## src/rtl/risc8_pkg.sv

```systemverilog
// Shared types for the risc8 instruction fetch unit.
package risc8_pkg;

    typedef logic [7:0]  word;
    typedef logic [15:0] iaddr;

    typedef enum logic {
        FS_RUN   = 1'b0,
        FS_FLUSH = 1'b1
    } e_fetch_state;

    // One prefetch buffer entry holds {instruction byte, its address}.
    localparam int FETCH_ENTRY_W = $bits(word) + $bits(iaddr);

    // Sequential instruction address; wraps from 16'hFFFF to 16'h0000.
    function automatic iaddr pc_next(input iaddr pc);
        return pc + 16'd1;
    endfunction

endpackage

```

## src/rtl/risc8_fetch_fifo.sv

```systemverilog
// Synchronous prefetch FIFO with a one-cycle flush. The head is presented
// combinationally and reads as zero while the FIFO is empty.
module risc8_fetch_fifo #(
    parameter int WIDTH = 24,
    parameter int DEPTH = 4
) (
    input  logic                     clk,
    input  logic                     rst_n,
    input  logic                     flush,
    input  logic                     push,
    input  logic [WIDTH-1:0]         push_data,
    input  logic                     pop,
    output logic [WIDTH-1:0]         head,
    output logic                     empty,
    output logic [$clog2(DEPTH):0]   count
);

    localparam int AW = $clog2(DEPTH);
    localparam int CW = AW + 1;

    logic [WIDTH-1:0] mem [DEPTH];
    logic [AW-1:0]    wr_ptr;
    logic [AW-1:0]    rd_ptr;
    logic             full;
    logic             do_push;
    logic             do_pop;

    assign empty   = (count == '0);
    assign full    = (count == CW'(DEPTH));
    assign do_pop  = pop && !empty;
    // A pop in the same cycle frees the slot, so push on full still succeeds.
    assign do_push = push && (!full || do_pop);
    assign head    = empty ? '0 : mem[rd_ptr];

    // Pointer and occupancy bookkeeping; flush wins over push/pop.
    always_ff @(posedge clk or negedge rst_n) begin
        if (!rst_n) begin
            wr_ptr <= '0;
            rd_ptr <= '0;
            count  <= '0;
        end else if (flush) begin
            wr_ptr <= '0;
            rd_ptr <= '0;
            count  <= '0;
        end else begin
            if (do_push) wr_ptr <= wr_ptr + AW'(1);
            if (do_pop)  rd_ptr <= rd_ptr + AW'(1);
            count <= count + CW'(do_push) - CW'(do_pop);
        end
    end

    // Entry storage; contents need no reset because count gates visibility.
    always_ff @(posedge clk) begin
        if (do_push && !flush) mem[wr_ptr] <= push_data;
    end

endmodule

```

## src/rtl/risc8_fetch.sv

```systemverilog
// Instruction fetch unit: issues byte reads ahead of decode into a small
// prefetch buffer, and drains stale in-flight reads after a redirect.
module risc8_fetch
    import risc8_pkg::*;
#(
    parameter logic [15:0] RESET_PC = 16'h0000,
    parameter int          DEPTH    = 4
) (
    input  logic        clk,
    input  logic        rst_n,
    input  logic        fetch_en,
    output logic        imem_rd,
    output logic [15:0] imem_addr,
    input  logic [7:0]  imem_data,
    input  logic        imem_valid,
    output logic [7:0]  instr,
    output logic [15:0] instr_pc,
    output logic        instr_valid,
    input  logic        instr_ready,
    input  logic        pc_load,
    input  logic [15:0] pc_target
);

    localparam int             CW        = $clog2(DEPTH) + 1;
    localparam logic [CW:0]    OCC_LIMIT = (CW + 1)'(DEPTH);

    e_fetch_state               state;
    iaddr                       fetch_pc;
    iaddr                       resp_pc;
    logic [CW-1:0]              outstanding;
    logic [CW-1:0]              out_next;
    logic [CW-1:0]              fifo_count;
    logic [CW:0]                occupancy;
    logic                       fifo_empty;
    logic                       push;
    logic                       transfer;
    logic [FETCH_ENTRY_W-1:0]   head;

    // Buffered bytes plus bytes still in flight must never exceed the buffer.
    assign occupancy = {1'b0, fifo_count} + {1'b0, outstanding};

    // rst_n is included so the request line drops the instant reset asserts.
    assign imem_rd = rst_n && (state == FS_RUN) && fetch_en && !pc_load
                     && (occupancy < OCC_LIMIT);
    assign imem_addr = fetch_pc;

    // Responses are only kept in RUN and never in a redirect cycle.
    assign push     = (state == FS_RUN) && imem_valid && !pc_load;
    assign transfer = instr_valid && instr_ready && !pc_load;

    // Every response retires one outstanding request, kept or discarded.
    assign out_next = outstanding + CW'(imem_rd) - CW'(imem_valid);

    assign instr_valid = !fifo_empty;
    assign instr       = head[FETCH_ENTRY_W-1 -: $bits(word)];
    assign instr_pc    = head[$bits(iaddr)-1:0];

    // Fetch/response address tracking, in-flight count and RUN/FLUSH control.
    always_ff @(posedge clk or negedge rst_n) begin
        if (!rst_n) begin
            state       <= FS_RUN;
            fetch_pc    <= RESET_PC;
            resp_pc     <= RESET_PC;
            outstanding <= '0;
        end else begin
            outstanding <= out_next;
            if (pc_load) begin
                fetch_pc <= pc_target;
                resp_pc  <= pc_target;
                state    <= (out_next != '0) ? FS_FLUSH : FS_RUN;
            end else begin
                if (imem_rd) fetch_pc <= pc_next(fetch_pc);
                if (push)    resp_pc  <= pc_next(resp_pc);
                if ((state == FS_FLUSH) && (out_next == '0)) state <= FS_RUN;
            end
        end
    end

    risc8_fetch_fifo #(
        .WIDTH (FETCH_ENTRY_W),
        .DEPTH (DEPTH)
    ) u_fifo (
        .clk       (clk),
        .rst_n     (rst_n),
        .flush     (pc_load),
        .push      (push),
        .push_data ({imem_data, resp_pc}),
        .pop       (transfer),
        .head      (head),
        .empty     (fifo_empty),
        .count     (fifo_count)
    );

endmodule

```

## config.mk

```make
export PLATFORM = sky130hd
export DESIGN_NAME = risc8_fetch
export DESIGN_NICKNAME = d
export VERILOG_FILES = /design/src/rtl/risc8_pkg.sv /design/src/rtl/risc8_fetch_fifo.sv /design/src/rtl/risc8_fetch.sv
export SDC_FILE = /design/constraint.sdc
export NUM_CORES = 1
export LEC_CHECK = 0
export BUFFER_PORTS_ARGS = -buffer_cell sky130_fd_sc_hd__buf_2
export CORE_ASPECT_RATIO = 1.4
export CORE_MARGIN = 1
export CORE_UTILIZATION = 36
export CTS_CLUSTER_DIAMETER = 120
export CTS_CLUSTER_SIZE = 24
export DETAILED_ROUTE_END_ITERATION = 7
export HOLD_SLACK_MARGIN = 0.1
export PLACE_DENSITY = 0.5
export SLEW_MARGIN = 15
export SYNTH_ARGS = -nofsm -noshare
export SYNTH_HDL_FRONTEND = slang
export SYNTH_HIERARCHICAL = 1
export SYNTH_SLANG_ARGS = --single-unit
export TNS_END_PERCENT = 100
```

## constraint.sdc

```tcl
create_clock -name clk -period 8.1 [get_ports clk]
set_input_delay 0.81 -clock clk [delete_from_list [all_inputs] [get_ports clk]]
set_output_delay 0.81 -clock clk [all_outputs]
set_load 0.005 [all_outputs]
```

==> key figures, run 1 <==
Setup path
  – Worst path max stage delay: between 0.6 and 0.7 ns
  – Crit path DAT: 2.99 ns
  – CP endpoint kind: primary output
  – Slowest CP cell: or3_1
  – Worst-path maximum fanout: 45
  – Critical Path Start Type: input port
  – Critical path class: in -> out
  – Critical path data required time: 7.29 ns
  – Most frequent cell on the critical path: buf_2
  – CP Cell Sequence: buf_2, buf_4, nand4bb_1, or3_1, inv_1, buf_2
  – Buffers and inverters on the worst path: 4
  – Delay-heaviest family, CP: buffers and inverters

Synth
  – Ys flop type: edfxtp_1
  – Synth Area in Compound Gates: 0.06064
  – Synth area leaders: edfxtp_1 46%, dfrtp_1 17%, mux4_2 8.6%
  – Top cell type's share of synthesized area: 0.4596
  – Leading area contributor after synthesis: edfxtp_1
  – Seq/Total Area, Yosys: 0.6312
  – Synthesized area per cell: 14.39 um^2
  – Largest family of logic cells by synthesized area: simple AND/OR/NAND/NOR gates
  – Syn_nets: 480
  – XOR/XNOR share of the synthesized area: 0.02513
  – Syn Std Cell Area: 6272 um^2
  – Post-Syn Instances: around 440
  – Synth top cells by count: 96 x edfxtp_1, 43 x dfrtp_1, 27 x nand2_1
  – Synth Area in Simple Gates: 0.1201
  – Synthesized flop and latch total: approximately 140
  – Post-synth EDFFs: 96
  – Post-synthesis mux area share: 0.09954
  – Netlist cell types: 55
  – Most frequent cell after synthesis: edfxtp_1
  – Synth warn: 6
  – Adder and majority cell fraction of the synthesized area: 0.03032
  – Post-synth ARST share: 0.3094

Clocking
  – Clock latency on the worst-skew pair: between 0.4 and 0.5 ns
  – Post-CTS Setup Bufs: 0
  – Number of buffers created by CTS: 17
  – Clock Path Buffers: 2
  – H-tree Lvls: 4
  – CTS resizes: 0
  – CTS tree: yes
  – CTS Hold Bufs: 0
  – Clk slew on worst S/H paths: approximately 0.060 ns
  – CTS root buf: clkbuf_16
  – CTS Sinks: around 140

Die
  – Die area: roughly 18000 um^2
  – Initial Util: 0.3714
  – # IOs: 72
  – # rows: 56
  – Die height: 158.2 um
  – Die Width: 113.6 um
  – CORE AREA: between 15000 and 20000 um^2

Finish
  – Nets: approximately 560
  – Fin util: 0.4410
  – Design area: 7447 um^2
  – Area grow syn2layout: 18.73%
  – ANT cells: 0
  – Layout cells sized above 1: 0.2801

Global route
  – Vias in the first global route: approximately 4100
  – Grt ovf: 0
  – Met3 usage: 0.03254
  – Met2 Usage GRT: 0.2828
  – Grt met1 use: 0.1869
  – Largest net degree at the start of global routing: between 50 and 60
  – Initial antenna violation count: 0
  – All-Layer GR Usage: 0.1597
  – Grt peak-use layer: met2
  – First-pass GRT wire length: between 20000 and 25000 um

Detailed routing
  – Post-Route WL: 13400 um
  – Number of remaining DRC errors: 0
  – Final ANT Viol Nets: 0
  – Vias after detailed routing: ~3900
  – Wirelength per Cell: 17.54 um
  – 1st-iter DRT viols: between 150 and 200
  – Vias per cell: roughly 5.1
  – DRT Pass-1 Iters: 4

STA
  – Period utilization: 0.4686
  – Max Slew Vio Count: 0
  – Slew HR: 0.3501
  – Hold Vio Cnt, Final: 0
  – Final setup violation count: 0
  – Setup_tns: 0 ns
  – Fin Clk Skew: between 0.007 and 0.008 ns
  – Final worst path period need: 3.796 ns
  – F_max: between 200 and 300 MHz
  – Slew @ Worst Pin: roughly 0.96 ns
  – RSZ-0062 raised after global routing: false

Place
  – Final HPWL DP: slightly below 9000 um
  – GP Congestion: 0.9589
  – DP Area: 6894 um^2
  – PortBufs: 71

Flow run
  – Max_cap viols: 0

Power
  – Pwr Density: between 200 and 250 nW/um^2
  – Peak VDD IR: 0.0001117 V
  – LEAKAGE: roughly 0.0028 uW

Status
  – Status: finished clean

Hold path
  – Hold Crit Class: in -> async
==> metrics by stage <==
stage / cells / hold WS (ns) / total power [uW] / worst slack (ns)
after global routing: 764 / 0.5286 / 1832 / 4.054
after detailed placement: 732 / 0.4894 / 1051 / 4.154
after CTS: 764 / 0.5055 / 1777 / 4.276
final: 764 / 0.4814 / 1755 / 4.304
after floorplan: 436 / 0.4898 / 970.3 / 3.979
after global placement: 732 / 0.4916 / 1045 / 4.205
==> state kept, by name, summed over array words and instances (netlist names) <==
name	flops
u_fifo/mem	96
imem_addr	16
resp_pc	16
outstanding	3
u_fifo/count	3
u_fifo/rd_ptr	2
u_fifo/wr_ptr	2
state	1
==> layout by cell type, fill, tap and decap left out, drive strengths merged, types with 5 or more instances in the layout <==
| cell | instances |
|---|---|
| inv | 33 |
| o31a | 5 |
| clkbuf | 18 |
| nor2 | 11 |
| nor3 | 8 |
| nand4 | 11 |
| xnor2 | 13 |
| mux2i | 5 |
| a21oi | 8 |
| and3 | 5 |
| nand2 | 27 |
| buf | 80 |
| nor2b | 23 |
| ha | 12 |
| a21o | 6 |
| edfxtp | 96 |
| mux4 | 24 |
| nand3 | 14 |
| o21ai | 26 |
| dfrtp | 43 |
| nor4 | 11 |
| xor2 | 5 |
==> logic make-up (layout without fill, tap and decap cells) <==
family                   after synthesis  count (layout)
AO/OA/AOI/OAI                         59              59
XOR/XNOR                              18              18
adder cells (fa/ha/maj)               14              14
buffers and inverters                 40             136
flip-flops                           139             139
multiplexers                          32              32
AND/OR/NAND/NOR                      134             134
==> worst paths after layout <==
| path | start | endpoint | slack [ns] | cells past startpoint |
|---|---|---|---|---|
| max | rst_n | imem_rd | 4.30 | 6 |
| min | rst_n | imem_addr[7] | 0.48 | 2 |
| max reg2reg | u_fifo/count[1] | state | 4.80 | 10 |
| min reg2reg | imem_addr[15] | imem_addr[15] | 0.50 | 1 |
| max in group asynchronous | rst_n | resp_pc[3] | 7.20 | 2 |
| min in group clk | imem_addr[15] | imem_addr[15] | 0.50 | 1 |
==> worst register-to-register path, stage by stage (launching register included) <==
cell     delay (ns)
dfrtp_1        0.49
ha_1           0.34
and3_1         0.23
or3_1          0.52
inv_1          0.43
ha_1           0.35
fa_1           0.38
xnor2_1        0.14
xnor2_1        0.14
nor3_1         0.13
nor2_1         0.06
==> report_power, final <==
part | leakage [uW] | total (uW) | switching (uW) | internal [uW]
Combinational | 0.00115 | 182 | 97.9 | 84.3
Clock | 0.000264 | 722 | 318 | 404
Sequential | 0.00139 | 851 | 47.6 | 803
Total | 0.00280 | 1750 | 464 | 1290
==> layer usage <==
layer / vias up / share of wire
li1: 1838 / -
met4: 0 / 0.023
met3: 21 / 0.036
met5: - / 0
met2: 104 / 0.52
met1: 1905 / 0.42
==> layout make-up <==
type                       instances  area [um^2]
clock inverter                    14        123.9
multi-input combinational        257         2132
fill                            1542         9439
tap                              232        290.3
clock buffer                      18        429.2
inverter                          24        90.09
timing repair buffer              80        422.9
sequential                       139         3959
(Power assumes the default switching activity.)
==> inputs of run 2 (changes only) <==
Settings changed: PLACE_DENSITY 0.5 to 0.52.
Clock period 8.1 ns to 3.14 ns, I/O delays scaled along.
==> key figures, run 2 (synthesis results as in run 1) <==
Detailed routing
  – DRT Pass-1 Iters: 4 (unchanged)
  – 1st-iter DRT viols: 189 (+6.2%)
  – Post-Route WL: 13520 um (+0.87%)
  – Number of remaining DRC errors: 0 (unchanged)
  – Vias after detailed routing: 3925 (+1.5%)
  – Vias per cell: 5.071 (+0.16%)
  – Final ANT Viol Nets: 0 (unchanged)
  – Wirelength per Cell: 17.47 um (-0.44%)

Die
  – # rows: 56 (unchanged)
  – Initial Util: 0.3714 (unchanged)
  – CORE AREA: 16890 um^2 (unchanged)
  – # IOs: 72 (unchanged)
  – Die Width: 113.6 um (unchanged)
  – Die area: 17960 um^2 (unchanged)
  – Die height: 158.2 um (unchanged)

Status
  – Status: finished clean

Setup path
  – Critical path data required time: 3.47 ns (-3.82 ns)
  – Worst-path maximum fanout: 7 (-84%)
  – Critical Path Start Type: flop
  – CP endpoint kind: flop
  – Crit path DAT: 3.23 ns (+0.24 ns)
  – Critical path class: reg -> reg

Place
  – DP Area: 6917 um^2 (+0.33%)
  – PortBufs: 71 (unchanged)
  – Final HPWL DP: 9011 um (+1.8%)
  – Cells after DPL: 735 (+0.41%)
  – GP Congestion: 0.8456 (-12%)

Clocking
  – Clock latency on the worst-skew pair: 0.42 ns (about the same)
  – CTS Hold Bufs: 7 (+7)
  – CTS tree: yes
  – Post-CTS Setup Bufs: 0 (unchanged)
  – CTS root buf: clkbuf_16
  – H-tree Lvls: 4 (unchanged)
  – CTS resizes: 0 (unchanged)
  – CTS Sinks: 139 (unchanged)
  – Clk slew on worst S/H paths: 0.06 ns (about the same)
  – Clock Path Buffers: 2 (unchanged)
  – Number of buffers created by CTS: 17 (unchanged)

Global route
  – Grt ovf: 0 (unchanged)
  – Largest net degree at the start of global routing: 49 (-3.9%)
  – All-Layer GR Usage: 0.1648 (+0.005119)
  – Vias in the first global route: 4164 (+0.87%)
  – First-pass GRT wire length: 21940 um (+2.6%)
  – Initial antenna violation count: 0 (unchanged)

STA
  – RSZ-0062 raised after global routing: false
  – Max Slew Vio Count: 0 (unchanged)
  – Final worst path period need: approximately 2.9 ns
  – Fin Clk Skew: 0.01021 ns (+0.002941 ns)
  – Slew HR: 0.3832 (+0.03310)
  – F_max: 345.2 MHz
  – Hold Vio Cnt, Final: 0 (unchanged)
  – Period utilization: 0.9226
  – Slew @ Worst Pin: 0.9132 ns (-0.04900 ns)
  – Final setup violation count: 0 (unchanged)

Finish
  – Biggest register: u_fifo/mem
  – Area grow syn2layout: 21.52%
  – ANT cells: 0 (unchanged)
  – Commonest non-fill, non-tap cell in the layout: edfxtp_1
  – Nets: 573 (+1.8%)
  – Layout cells sized above 1: 0.2804 (+0.0003676)
  – Max reg flops: 96 (unchanged)
  – Design area: 7622 um^2 (+2.4%)
  – Most frequent cells in the layout: 96 x edfxtp_1, 71 x buf_2, 43 x dfrtp_1, 27 x nand2_1, 26 x o21ai_0
  – Final instance count without filler cells: 774 (+1.3%)

Power
  – Pwr Density: 632.0 nW/um^2 (+170%)
  – LEAKAGE: 0.002889 uW (+3.1%)
  – Peak VDD IR: 0.0002951 V (+160%)

Hold path
  – Hold Crit Class: in -> async

Flow run
  – Max_cap viols: 0 (unchanged)
==> run 2: changes by cell type in the layout (fill, tap and decap cells not counted), moves of 2 or more <==
| cell | previous run | this run |
|---|---|---|
| buf_4 | 9 | 12 |
| clkinv_4 | 1 | 4 |
| bufinv_16 | 0 | 4 |
| dlygate4sd3_1 | 0 | 7 |
| clkinvlp_4 | 3 | 1 |
| inv_8 | 2 | 0 |
| inv_6 | 8 | 5 |
==> run 2: final cells by class <==
cell class                      count  area [um^2]
Sequential cell                   139         3959
Tap cell                          232        290.3
Inverter                           24        90.09
Fill cell                        1518         9264
Clock inverter                     15        210.2
Multi-Input combinational cell    257         2132
Clock buffer                       17        425.4
Timing Repair Buffer               90        515.5
==> run 2: path summary, 6_finish.rpt <==
| path | start | to | slack, ns | depth (start not counted) |
|---|---|---|---|---|
| max in group asynchronous | rst_n | u_fifo/rd_ptr[1] | 2.64 | 2 |
| min reg2reg | imem_addr[15] | imem_addr[15] | 0.51 | 1 |
| max reg2reg | u_fifo/count[1] | u_fifo/count[2] | 0.24 | 13 |
| max | u_fifo/count[1] | u_fifo/count[2] | 0.24 | 13 |
| min in group clk | imem_data[5] | u_fifo/mem[0][21] | 0.13 | 1 |
| min | rst_n | resp_pc[15] | 0.11 | 2 |
==> run 2: layer usage <==
layer | wire length [um] | track usage | share of wire
met2 | 7009 | 0.2901 | 0.52
met3 | 542 | 0.03637 | 0.040
met1 | 5728 | 0.1912 | 0.42
met5 | 0 | 0 | 0
met4 | 239 | 0.07456 | 0.018
==> run 2: critical path, cell delays in order (launching register included) <==
cell	delay (ns)
dfrtp_1	0.49
nor3_4	0.23
inv_1	0.07
and3_1	0.20
o41a_1	0.39
inv_2	0.14
ha_1	0.24
inv_1	0.06
ha_1	0.13
inv_1	0.05
fa_1	0.38
xor2_1	0.16
and2_1	0.17
nor3_1	0.12
==> run 2: per-stage QoR <==
step	hold WS [ns]	TNS, ns	setup slack [ns]	power (uW)	utilization
5_1_grt	0.1116	0	0.001907	5033	0.4514
3_3_place_gp	0.4888	0	0.3288	2698	0.4096
4_1_cts	0.1073	0	0.2136	4886	0.4514
2_1_floorplan	0.01841	-46.53	-0.4847	2503	-
6_report	0.1147	0	0.2430	4818	0.4514
3_5_place_dp	0.4931	0	0.2659	2719	0.4096
==> run 2: power by group <==
part	total (uW)	switching (uW)	internal, uW
combinational	478	253	225
sequential	2200	125	2070
clock	2140	799	1340
